File: src/rtl/rom_arb_pkg.sv
// rtl/rom_arb_pkg.sv - shared FSM type, read latency and default widths; ROM_OUT_REG_EN selects READ_LAT
package rom_arb_pkg;

    typedef enum logic [1:0] {
        IDLE  = 2'd0,
        BURST = 2'd1,
        DRAIN = 2'd2
    } arb_state_t;

`ifdef ROM_OUT_REG_EN
    localparam int READ_LAT = 2;
`else
    localparam int READ_LAT = 1;
`endif

    localparam int DEF_NUM_REQ    = 2;
    localparam int DEF_ADDR_WIDTH = 11;
    localparam int DEF_DATA_WIDTH = 8;
    localparam int DEF_LEN_WIDTH  = 12;
    localparam int DEF_ID_WIDTH   = 3;

endpackage

File: src/rtl/rom_read_arbiter_if.sv
// rtl/rom_read_arbiter_if.sv - requester-side bus of the ROM read arbiter
interface rom_read_arbiter_if #(
    parameter int NUM_REQ    = 2,
    parameter int ADDR_WIDTH = 11,
    parameter int DATA_WIDTH = 8,
    parameter int LEN_WIDTH  = 12,
    parameter int ID_WIDTH   = 3
) ();
    logic [NUM_REQ-1:0]            req;
    logic [NUM_REQ*ADDR_WIDTH-1:0] req_addr;
    logic [NUM_REQ*LEN_WIDTH-1:0]  req_len;
    logic [NUM_REQ-1:0]            gnt;
    logic                          rd_vld;
    logic [DATA_WIDTH-1:0]         rd_data;
    logic [ID_WIDTH-1:0]           rd_id;
    logic [NUM_REQ-1:0]            done;
    logic                          busy;

    // requester side
    modport master (
        output req, req_addr, req_len,
        input  gnt, rd_vld, rd_data, rd_id, done, busy
    );

    // arbiter side
    modport slave (
        input  req, req_addr, req_len,
        output gnt, rd_vld, rd_data, rd_id, done, busy
    );
endinterface

File: src/rtl/rr_arbiter.sv
// rtl/rr_arbiter.sv - combinational round-robin picker, searches from last_granted+1 (or 0 when fresh)
module rr_arbiter #(
    parameter int NUM_REQ  = 2,
    parameter int ID_WIDTH = 3
) (
    input  logic [NUM_REQ-1:0]  req,
    input  logic [ID_WIDTH-1:0] last_granted,
    input  logic                fresh,
    output logic [NUM_REQ-1:0]  grant,
    output logic [ID_WIDTH-1:0] index,
    output logic                valid
);

    // first set request in rotating priority order
    always_comb begin
        int k;
        grant = '0;
        index = '0;
        valid = 1'b0;
        k     = 0;
        for (int off = 0; off < NUM_REQ; off++) begin
            k = fresh ? off : (int'(last_granted) + 1 + off) % NUM_REQ;
            if (!valid && req[k]) begin
                valid    = 1'b1;
                grant[k] = 1'b1;
                index    = ID_WIDTH'(k);
            end
        end
    end

endmodule

File: src/rtl/rom_read_arbiter.sv
// rtl/rom_read_arbiter.sv - round-robin burst reader sharing one ROM; ROM_OUT_REG_EN adds a ROM output register stage
module rom_read_arbiter
    import rom_arb_pkg::*;
#(
    parameter int NUM_REQ    = DEF_NUM_REQ,
    parameter int ADDR_WIDTH = DEF_ADDR_WIDTH,
    parameter int DATA_WIDTH = DEF_DATA_WIDTH,
    parameter int LEN_WIDTH  = DEF_LEN_WIDTH,
    parameter int ID_WIDTH   = DEF_ID_WIDTH
) (
    input  logic                  clk,
    input  logic                  rst_n,
    rom_read_arbiter_if.slave     bus,
    output logic [ADDR_WIDTH-1:0] rom_addr,
    output logic                  rom_rst,
    input  logic [DATA_WIDTH-1:0] rom_rd_data
);

    localparam logic [LEN_WIDTH-1:0] MAX_LEN = LEN_WIDTH'(1) << ADDR_WIDTH;

    arb_state_t            state, state_nxt;
    logic [NUM_REQ-1:0]    arb_grant;
    logic [ID_WIDTH-1:0]   arb_index;
    logic                  arb_valid;
    logic [ID_WIDTH-1:0]   last_granted;
    logic                  granted_once;
    logic [ID_WIDTH-1:0]   id_q;
    logic [LEN_WIDTH-1:0]  remaining;
    logic [LEN_WIDTH-1:0]  len_sel;
    logic [LEN_WIDTH-1:0]  len_sat;
    logic [ADDR_WIDTH-1:0] addr_sel;
    logic [ADDR_WIDTH-1:0] rom_addr_q;
    logic [NUM_REQ-1:0]    gnt_q;
    logic                  zlen;
    logic                  zero_done;
    logic [READ_LAT-1:0]   iss_sr;
    logic [READ_LAT-1:0]   last_sr;
    logic                  issue;
    logic                  final_issue;
    logic                  done_now;
    logic                  rd_vld;

    rr_arbiter #(
        .NUM_REQ  (NUM_REQ),
        .ID_WIDTH (ID_WIDTH)
    ) u_rr (
        .req          (bus.req),
        .last_granted (last_granted),
        .fresh        (~granted_once),
        .grant        (arb_grant),
        .index        (arb_index),
        .valid        (arb_valid)
    );

    assign addr_sel = bus.req_addr[int'(arb_index)*ADDR_WIDTH +: ADDR_WIDTH];
    assign len_sel  = bus.req_len[int'(arb_index)*LEN_WIDTH +: LEN_WIDTH];
    assign len_sat  = (len_sel > MAX_LEN) ? MAX_LEN : len_sel;

    // done fires with the last data beat, or one cycle after a zero-length grant
    assign done_now = last_sr[READ_LAT-1] | zero_done;
    assign rd_vld   = iss_sr[READ_LAT-1];

    // state register
    always_ff @(posedge clk or negedge rst_n) begin
        if (!rst_n) state <= IDLE;
        else        state <= state_nxt;
    end

    // next state and per-cycle read issue
    always_comb begin
        state_nxt   = state;
        issue       = 1'b0;
        final_issue = 1'b0;
        case (state)
            IDLE: begin
                if (arb_valid) state_nxt = (len_sel != '0) ? BURST : DRAIN;
            end
            BURST: begin
                issue = 1'b1;
                if (remaining == LEN_WIDTH'(1)) begin
                    final_issue = 1'b1;
                    state_nxt   = DRAIN;
                end
            end
            DRAIN: begin
                if (done_now) state_nxt = IDLE;
            end
            default: state_nxt = IDLE;
        endcase
    end

    // grant capture, address counter and issue pipeline
    always_ff @(posedge clk or negedge rst_n) begin
        if (!rst_n) begin
            gnt_q        <= '0;
            last_granted <= '0;
            granted_once <= 1'b0;
            id_q         <= '0;
            remaining    <= '0;
            rom_addr_q   <= '0;
            zlen         <= 1'b0;
            zero_done    <= 1'b0;
            iss_sr       <= '0;
            last_sr      <= '0;
        end else begin
            gnt_q      <= '0;
            zero_done  <= (state == DRAIN) && zlen && !zero_done;
            iss_sr[0]  <= issue;
            last_sr[0] <= final_issue;
            for (int k = 1; k < READ_LAT; k++) begin
                iss_sr[k]  <= iss_sr[k-1];
                last_sr[k] <= last_sr[k-1];
            end
            if (state == IDLE && arb_valid) begin
                gnt_q        <= arb_grant;
                last_granted <= arb_index;
                granted_once <= 1'b1;
                id_q         <= arb_index;
                rom_addr_q   <= addr_sel;
                remaining    <= len_sat;
                zlen         <= (len_sel == '0);
            end else if (state == BURST && remaining != LEN_WIDTH'(1)) begin
                rom_addr_q <= rom_addr_q + ADDR_WIDTH'(1);
                remaining  <= remaining - LEN_WIDTH'(1);
            end
        end
    end

    assign rom_addr    = rom_addr_q;
    assign rom_rst     = ~rst_n;
    assign bus.gnt     = gnt_q;
    assign bus.rd_vld  = rd_vld;
    assign bus.rd_data = rd_vld ? rom_rd_data : '0;
    assign bus.rd_id   = rd_vld ? id_q : '0;
    assign bus.done    = done_now ? (NUM_REQ'(1) << id_q) : '0;
    assign bus.busy    = (state != IDLE);

endmodule

File: src/flat_wrapper.sv
// flat-port wrapper written by rule: the top's interface ports become plain ports
module rom_read_arbiter_flat import rom_arb_pkg::*;
#(
    parameter int NUM_REQ    = DEF_NUM_REQ,
    parameter int ADDR_WIDTH = DEF_ADDR_WIDTH,
    parameter int DATA_WIDTH = DEF_DATA_WIDTH,
    parameter int LEN_WIDTH  = DEF_LEN_WIDTH,
    parameter int ID_WIDTH   = DEF_ID_WIDTH
)
  (clk, rst_n, rom_addr, rom_rst, rom_rd_data, bus_req, bus_req_addr, bus_req_len, bus_gnt, bus_rd_vld, bus_rd_data, bus_rd_id, bus_done, bus_busy);
  rom_read_arbiter_if #(.NUM_REQ(NUM_REQ), .ADDR_WIDTH(ADDR_WIDTH), .DATA_WIDTH(DATA_WIDTH), .LEN_WIDTH(LEN_WIDTH), .ID_WIDTH(ID_WIDTH)) bus_i ();
  input  logic clk;
  input  logic rst_n;
  output logic [ADDR_WIDTH-1:0] rom_addr;
  output logic rom_rst;
  input  logic [DATA_WIDTH-1:0] rom_rd_data;
  input wire logic [$bits(bus_i.req)-1:0] bus_req;
  input wire logic [$bits(bus_i.req_addr)-1:0] bus_req_addr;
  input wire logic [$bits(bus_i.req_len)-1:0] bus_req_len;
  output wire logic [$bits(bus_i.gnt)-1:0] bus_gnt;
  output wire logic [$bits(bus_i.rd_vld)-1:0] bus_rd_vld;
  output wire logic [$bits(bus_i.rd_data)-1:0] bus_rd_data;
  output wire logic [$bits(bus_i.rd_id)-1:0] bus_rd_id;
  output wire logic [$bits(bus_i.done)-1:0] bus_done;
  output wire logic [$bits(bus_i.busy)-1:0] bus_busy;
  assign bus_i.req = bus_req;
  assign bus_i.req_addr = bus_req_addr;
  assign bus_i.req_len = bus_req_len;
  assign bus_gnt = bus_i.gnt;
  assign bus_rd_vld = bus_i.rd_vld;
  assign bus_rd_data = bus_i.rd_data;
  assign bus_rd_id = bus_i.rd_id;
  assign bus_done = bus_i.done;
  assign bus_busy = bus_i.busy;
  rom_read_arbiter #(.NUM_REQ(NUM_REQ), .ADDR_WIDTH(ADDR_WIDTH), .DATA_WIDTH(DATA_WIDTH), .LEN_WIDTH(LEN_WIDTH), .ID_WIDTH(ID_WIDTH)) u_core (.clk(clk), .rst_n(rst_n), .bus(bus_i), .rom_addr(rom_addr), .rom_rst(rom_rst), .rom_rd_data(rom_rd_data));
endmodule
File: config.mk
export PLATFORM = sky130hd
export DESIGN_NAME = rom_read_arbiter_flat
export DESIGN_NICKNAME = d
export VERILOG_FILES = /design/src/rtl/rom_arb_pkg.sv /design/src/rtl/rom_read_arbiter_if.sv /design/src/rtl/rr_arbiter.sv /design/src/rtl/rom_read_arbiter.sv /design/src/flat_wrapper.sv
export SDC_FILE = /design/constraint.sdc
export NUM_CORES = 1
export LEC_CHECK = 0
export BUFFER_PORTS_ARGS = -buffer_cell sky130_fd_sc_hd__buf_2
export CELL_PAD_IN_SITES_DETAIL_PLACEMENT = 1
export CELL_PAD_IN_SITES_GLOBAL_PLACEMENT = 1
export CORE_MARGIN = 4
export CORE_UTILIZATION = 38
export DETAILED_ROUTE_END_ITERATION = 8
export MAX_ROUTING_LAYER = met4
export PLACE_DENSITY_LB_ADDON = 0.1
export SYNTH_ARGS = -nofsm -noshare
export SYNTH_HDL_FRONTEND = slang
export SYNTH_SLANG_ARGS = --single-unit
File: constraint.sdc
create_clock -name clk -period 3 [get_ports clk]
set_input_delay 0.45 -clock clk [delete_from_list [all_inputs] [get_ports clk]]
set_output_delay 0.45 -clock clk [all_outputs]
set_load 0.03 [all_outputs]
Word-level counts from Yosys, hierarchy flattened
Index checks and enable logic that the tools add are counted.
- add/subtract/negate cells: 4
- multipliers: 2
- $lt $le $gt $ge: 5
- equal/unequal tests: 7
- shift operators: 3
- muxes and demuxes: 35
- bitwise operators: 5
- reductions and logical operators: 15
- operators with widths (cell ; number):
    greater-or-equal comparator 32 x 1 -> 1 bit (second input constant) ; 2
    less-than comparator 32 x 3 -> 1 bit (second input constant) ; 2
    2-to-1 mux 32 bit ; 2
    2-to-1 mux 12 bit ; 3
    variable part select 22 x 32 -> 11 bit ; 1
    variable part select 24 x 32 -> 12 bit ; 1
    2-to-1 mux 11 bit ; 2
    2-to-1 mux 2 bit ; 8
    2-to-1 mux 1 bit ; 13
    == test 12 x 1 -> 1 bit (second input constant) ; 1
    greater-than comparator 12 bit (second input constant) ; 1
    logical NOT 12 bit ; 1
    inequality test 12 x 1 -> 1 bit (second input constant) ; 1
    nonzero test 12 bit ; 1
    subtractor 12 x 1 -> 12 bit (second input constant) ; 1
    adder 11 x 1 -> 11 bit (second input constant) ; 1
    2-to-1 mux 3 bit ; 3
    2-to-1 mux 8 bit ; 1
    logical AND 1 bit ; 7
    multiplier 3 x 4 -> 7 bit (second input constant) ; 1
    inequality test 2 x 1 -> 1 bit (second input constant) ; 3
    case mux 2 bit (3 select lines) ; 1
    multiplier 3 x 2 -> 5 bit (second input constant) ; 1
    nonzero test 2 bit ; 2
    other kinds (12) ; 16
- bits in registers: 35
- input port bits: 58
- output and inout bits: 29

Logic depth before layout (Yosys ltp)
- word-level depth: 16
- depth in mapped cells: 8
- mapped depth without buffers: 7

By module
Synthesis repeated with hierarchy kept, for this count alone.
- cells, all modules: 253
- area total of the unflattened synthesis: 2317.2 um2
- modules (own cells, without submodules) (module ; times used ; cells each ; area each (um2) ; seq. area each (um2)):
    rom_read_arbiter ; 1 ; 244 ; 2263.4 ; 875.8
    rr_arbiter ; 1 ; 9 ; 53.8 ; 0.0

Worst setup path after synthesis
Ideal clock, no wire load.
- path type: flip-flop to flip-flop
- from: register u_core.remaining[9]
- to: register u_core.rom_addr_q[5], in the netlist u_core.rom_addr[5]
- setup time: 0.126 ns
- arrival: 1.891 ns
- required time: 2.874 ns
- slack: 0.982 ns
- stages on the path, launching flop included: 6
- buffers on the path: 1
- clock period less this slack: 2.018 ns
- cells stage by stage: dfrtp_1 -> or4_4 -> o41ai_4 -> buf_6 -> nor4_1 -> a311o_1
- longest elaborated chain between the ends: 3
- RTL lines (what ; line ; source):
    start, declared ; rom_read_arbiter.sv:28 ; logic [LEN_WIDTH-1:0] remaining;
    start signal, assigned ; rom_read_arbiter.sv:120 ; remaining <= len_sat;
    start signal, assigned ; rom_read_arbiter.sv:124 ; remaining <= remaining - LEN_WIDTH'(1);
    inequality test 12 x 1 -> 1 bit ; rom_read_arbiter.sv:122 ; end else if (state == BURST && remaining != LEN_WIDTH'(1)) begin
    logical AND 1 bit ; rom_read_arbiter.sv:122 ;
    nonzero test 2 bit (no line) ; - ;
    end signal, assigned ; rom_read_arbiter.sv:119 ; rom_addr_q <= addr_sel;
    end signal, assigned ; rom_read_arbiter.sv:123 ; rom_addr_q <= rom_addr_q + ADDR_WIDTH'(1);
    end, declared ; rom_read_arbiter.sv:32 ; logic [ADDR_WIDTH-1:0] rom_addr_q;
No other way between the ends.
A chain may end at the register's enable or synchronous reset.

Final worst setup path
- from: register u_core.remaining[9]
- to: register u_core.remaining[4]
- longest elaborated chain between the ends: 3
- RTL lines (what ; line):
    inequality test 12 x 1 -> 1 bit ; rom_read_arbiter.sv:122
    logical AND 1 bit ; rom_read_arbiter.sv:122
    nonzero test 2 bit (no line) ; -
No other way between the ends.

==> results_dict.tcl <==
set metrics [dict create \
    drive_gt1_frac 0.3394 \
    cts_setup_buffers 0 \
    dieWidth_um 83.43 \
    synth_top_cell_by_area "dfrtp_1" \
    routed-via-count 2214 \
    yosys.area_share.simple 0.2581 \
    hold_path.class "primary input to asynchronous set/reset pin" \
    cts_tree "yes" \
    dr.pass1.iters 4 \
    crit_start "u_core.remaining[9]" \
    cts.sinks 33 \
    clk_latency_ns 0.28 \
    avgViaCountPerCell 5.507 \
    drt_iter0_markers 67 \
    die-area_um2 6961 \
    area_growth_pct 27.03 \
    htreeDepth 2 \
    synth_xor_area_frac 0.05671 \
    io_pins 87 \
    yosysSeqAreaShare 0.3819 \
    slowest_stage "o41ai_4" \
    setup_tns_ns 0 \
    slew_viol_final 0 \
    synth_top_family_by_area "simple AND/OR/NAND/NOR gates" \
    netlist_area_um2 2162 \
    numCtsBuffers 5 \
    maxCapViolCount 0 \
    critPathLaunchType "flop" \
    synthCells 244 \
    max_stage_delay_ns 0.78 \
    core-area_um2 5507 \
    ant_nets 0 \
    status "finished clean" \
    crit_chain "or4_4 > o41ai_4 > or4_2 > xor2_1 > a21oi_1" \
    crit_family "compound AO/OA/AOI/OAI gates" \
    rsz0062_at_grt "no" \
    fin_crit_sh 0.7999 \
    cts_resized 0 \
    final_common_cell "buf_2" \
    grt-ovfl-total 0 \
    synth_warnings 0 \
    cts_hold_buffers 0 \
    num_rows 27 \
    leakagePower_uw 0.001305 \
    synth_edf_count 0 \
    synthDistinctLibCells 47 \
    grtUsageTotal 0.2072 \
    multi_input_area_um2 1241 \
    synthFlopType "dfrtp_1" \
    initial_utilization 0.3926 \
    criticalPathCategory "flop to flop" \
    synth-seq-cells 33 \
    critPathBufInv 0 \
    gp_routability_congestion 0.8356 \
    hpwl_um 5456 \
    synth.area.mux_share 0.05961 \
    port_buffers 84 \
    max_freq_ghz 0.4167 \
    regArea_um2 825.8 \
    peakVddDrop_mv 0.4295 \
    cp.required_ns 3.16 \
    fin_crit_ns 2.400 \
    synth.top_cell.area_share 0.3819 \
    tightest_slew_ns 0.7891 \
    avgSynthCellArea_um2 8.861 \
    grt_pass1_vias 2303 \
    max_slew_margin 0.4721 \
    fp.dieH_um 83.43 \
    grt_max_degree 34 \
    fin_nets 391 \
    layout_common_cells "84 x buf_2, 33 x dfrtp_1, 23 x nand2_1, 18 x a21oi_1, 15 x nand3_1" \
    power_per_cell_area_nw_per_um2 881.8 \
    timing.rr.start "u_core.remaining[9]" \
    synthAdderAreaFrac 0.01736 \
    wl_per_cell_um 16.99 \
    antenna_found_initial 0 \
    grt_pass1_wl_um 11430 \
    root_buffer "clkbuf_8" \
    arrival_ns 2.56 \
    finalHoldViolations 0 \
    end_kind "flop" \
    cts_buffer_depth 2 \
    skew_ns 0.002202 \
    drc 0 \
    synth_compound_area_frac 0.1753 \
    critPathMaxFanout 13 \
    path_clk_slew_ns 0.07 \
    fillers 707 \
    antenna_cells 0 \
    setup_viol 0 \
    holdWs_ns 0.2398 \
    wl_um 6828 \
    synthTopCellsByArea "dfrtp_1 38%, xor2_1 4.5%, a21oi_1 4.2%" \
    async_reset_ff_frac 1.000 \
]
## synthesized netlist by cell type (4+ instances only)
library cell,number
clkbuf_1,7
mux2i_1,5
and3_1,12
nor3_1,6
xor2_1,11
a311oi_1,5
inv_1,10
nand3_1,15
and2_1,10
nor4_1,8
o211ai_1,4
nor2b_1,4
nand2_1,23
nor2_1,13
mux2_2,7
nand4_1,4
dfrtp_1,33
o21ai_0,10
a21oi_1,18
## where the power goes
part / switching (µW) / internal (µW)
clock network: 156 / 182
logic: 751 / 480
registers: 219 / 633
total: 1130 / 1290
## cell families (layout without fill, tap and decap cells)
family          Yosys count  count (layout)
compound gates           55              55
xor+xnor                 14              14
fa+ha+maj                 3               3
buf+inv                  22             107
flops                    33              33
mux                      12              12
other cells               1               2
simple gates            104             104
## stage by stage
stage                     setup slack (ns)    util  instances  total power, µW  instance area (µm²)
after floorplan                     0.9823       -        245             1718                 2166
after global placement              0.6989  0.4831        395             2054                 2660
after detailed placement            0.6672  0.4831        395             2094                 2660
after CTS                           0.6049  0.4988        402             2441                 2746
after global routing                0.5060  0.4988        402             2619                 2746
final                               0.6002  0.4988        402             2422                 2746
## final cells by class
type,instances,area share
tap,72,0.03280
multi-input combinational,190,0.4519
inverter,10,0.01367
sequential,33,0.3007
clock buffer,7,0.03144
timing repair buffer,90,0.1695
## path summary, 6_finish.rpt
check,endpoint,slack [ns],cells past startpoint
setup / recovery,u_core.remaining[4],0.60,5
hold / removal,u_core.granted_once,0.24,2
setup reg to reg,u_core.remaining[4],0.60,5
hold reg to reg,u_core.zero_done,0.44,1
max in group asynchronous,u_core.remaining[1],2.44,2
min in group clk,u_core.last_granted[0],0.43,2
## routing by layer
layer / share of wire / vias to the layer above / global-route usage
li1: - / 1053 / -
met1: 0.43 / 1082 / 0.2555
met2: 0.50 / 70 / 0.3542
met3: 0.056 / 9 / 0.03671
met4: 0.011 / 0 / 0.04825
met5: 0 / - / -
## sequential cells by signal, indices dropped and copies added (netlist names), 2 cells and up
register	count
u_core.rom_addr	11
u_core.bus.gnt	2
u_core.remaining	12
u_core.state	2
(Power assumes the default switching activity.)
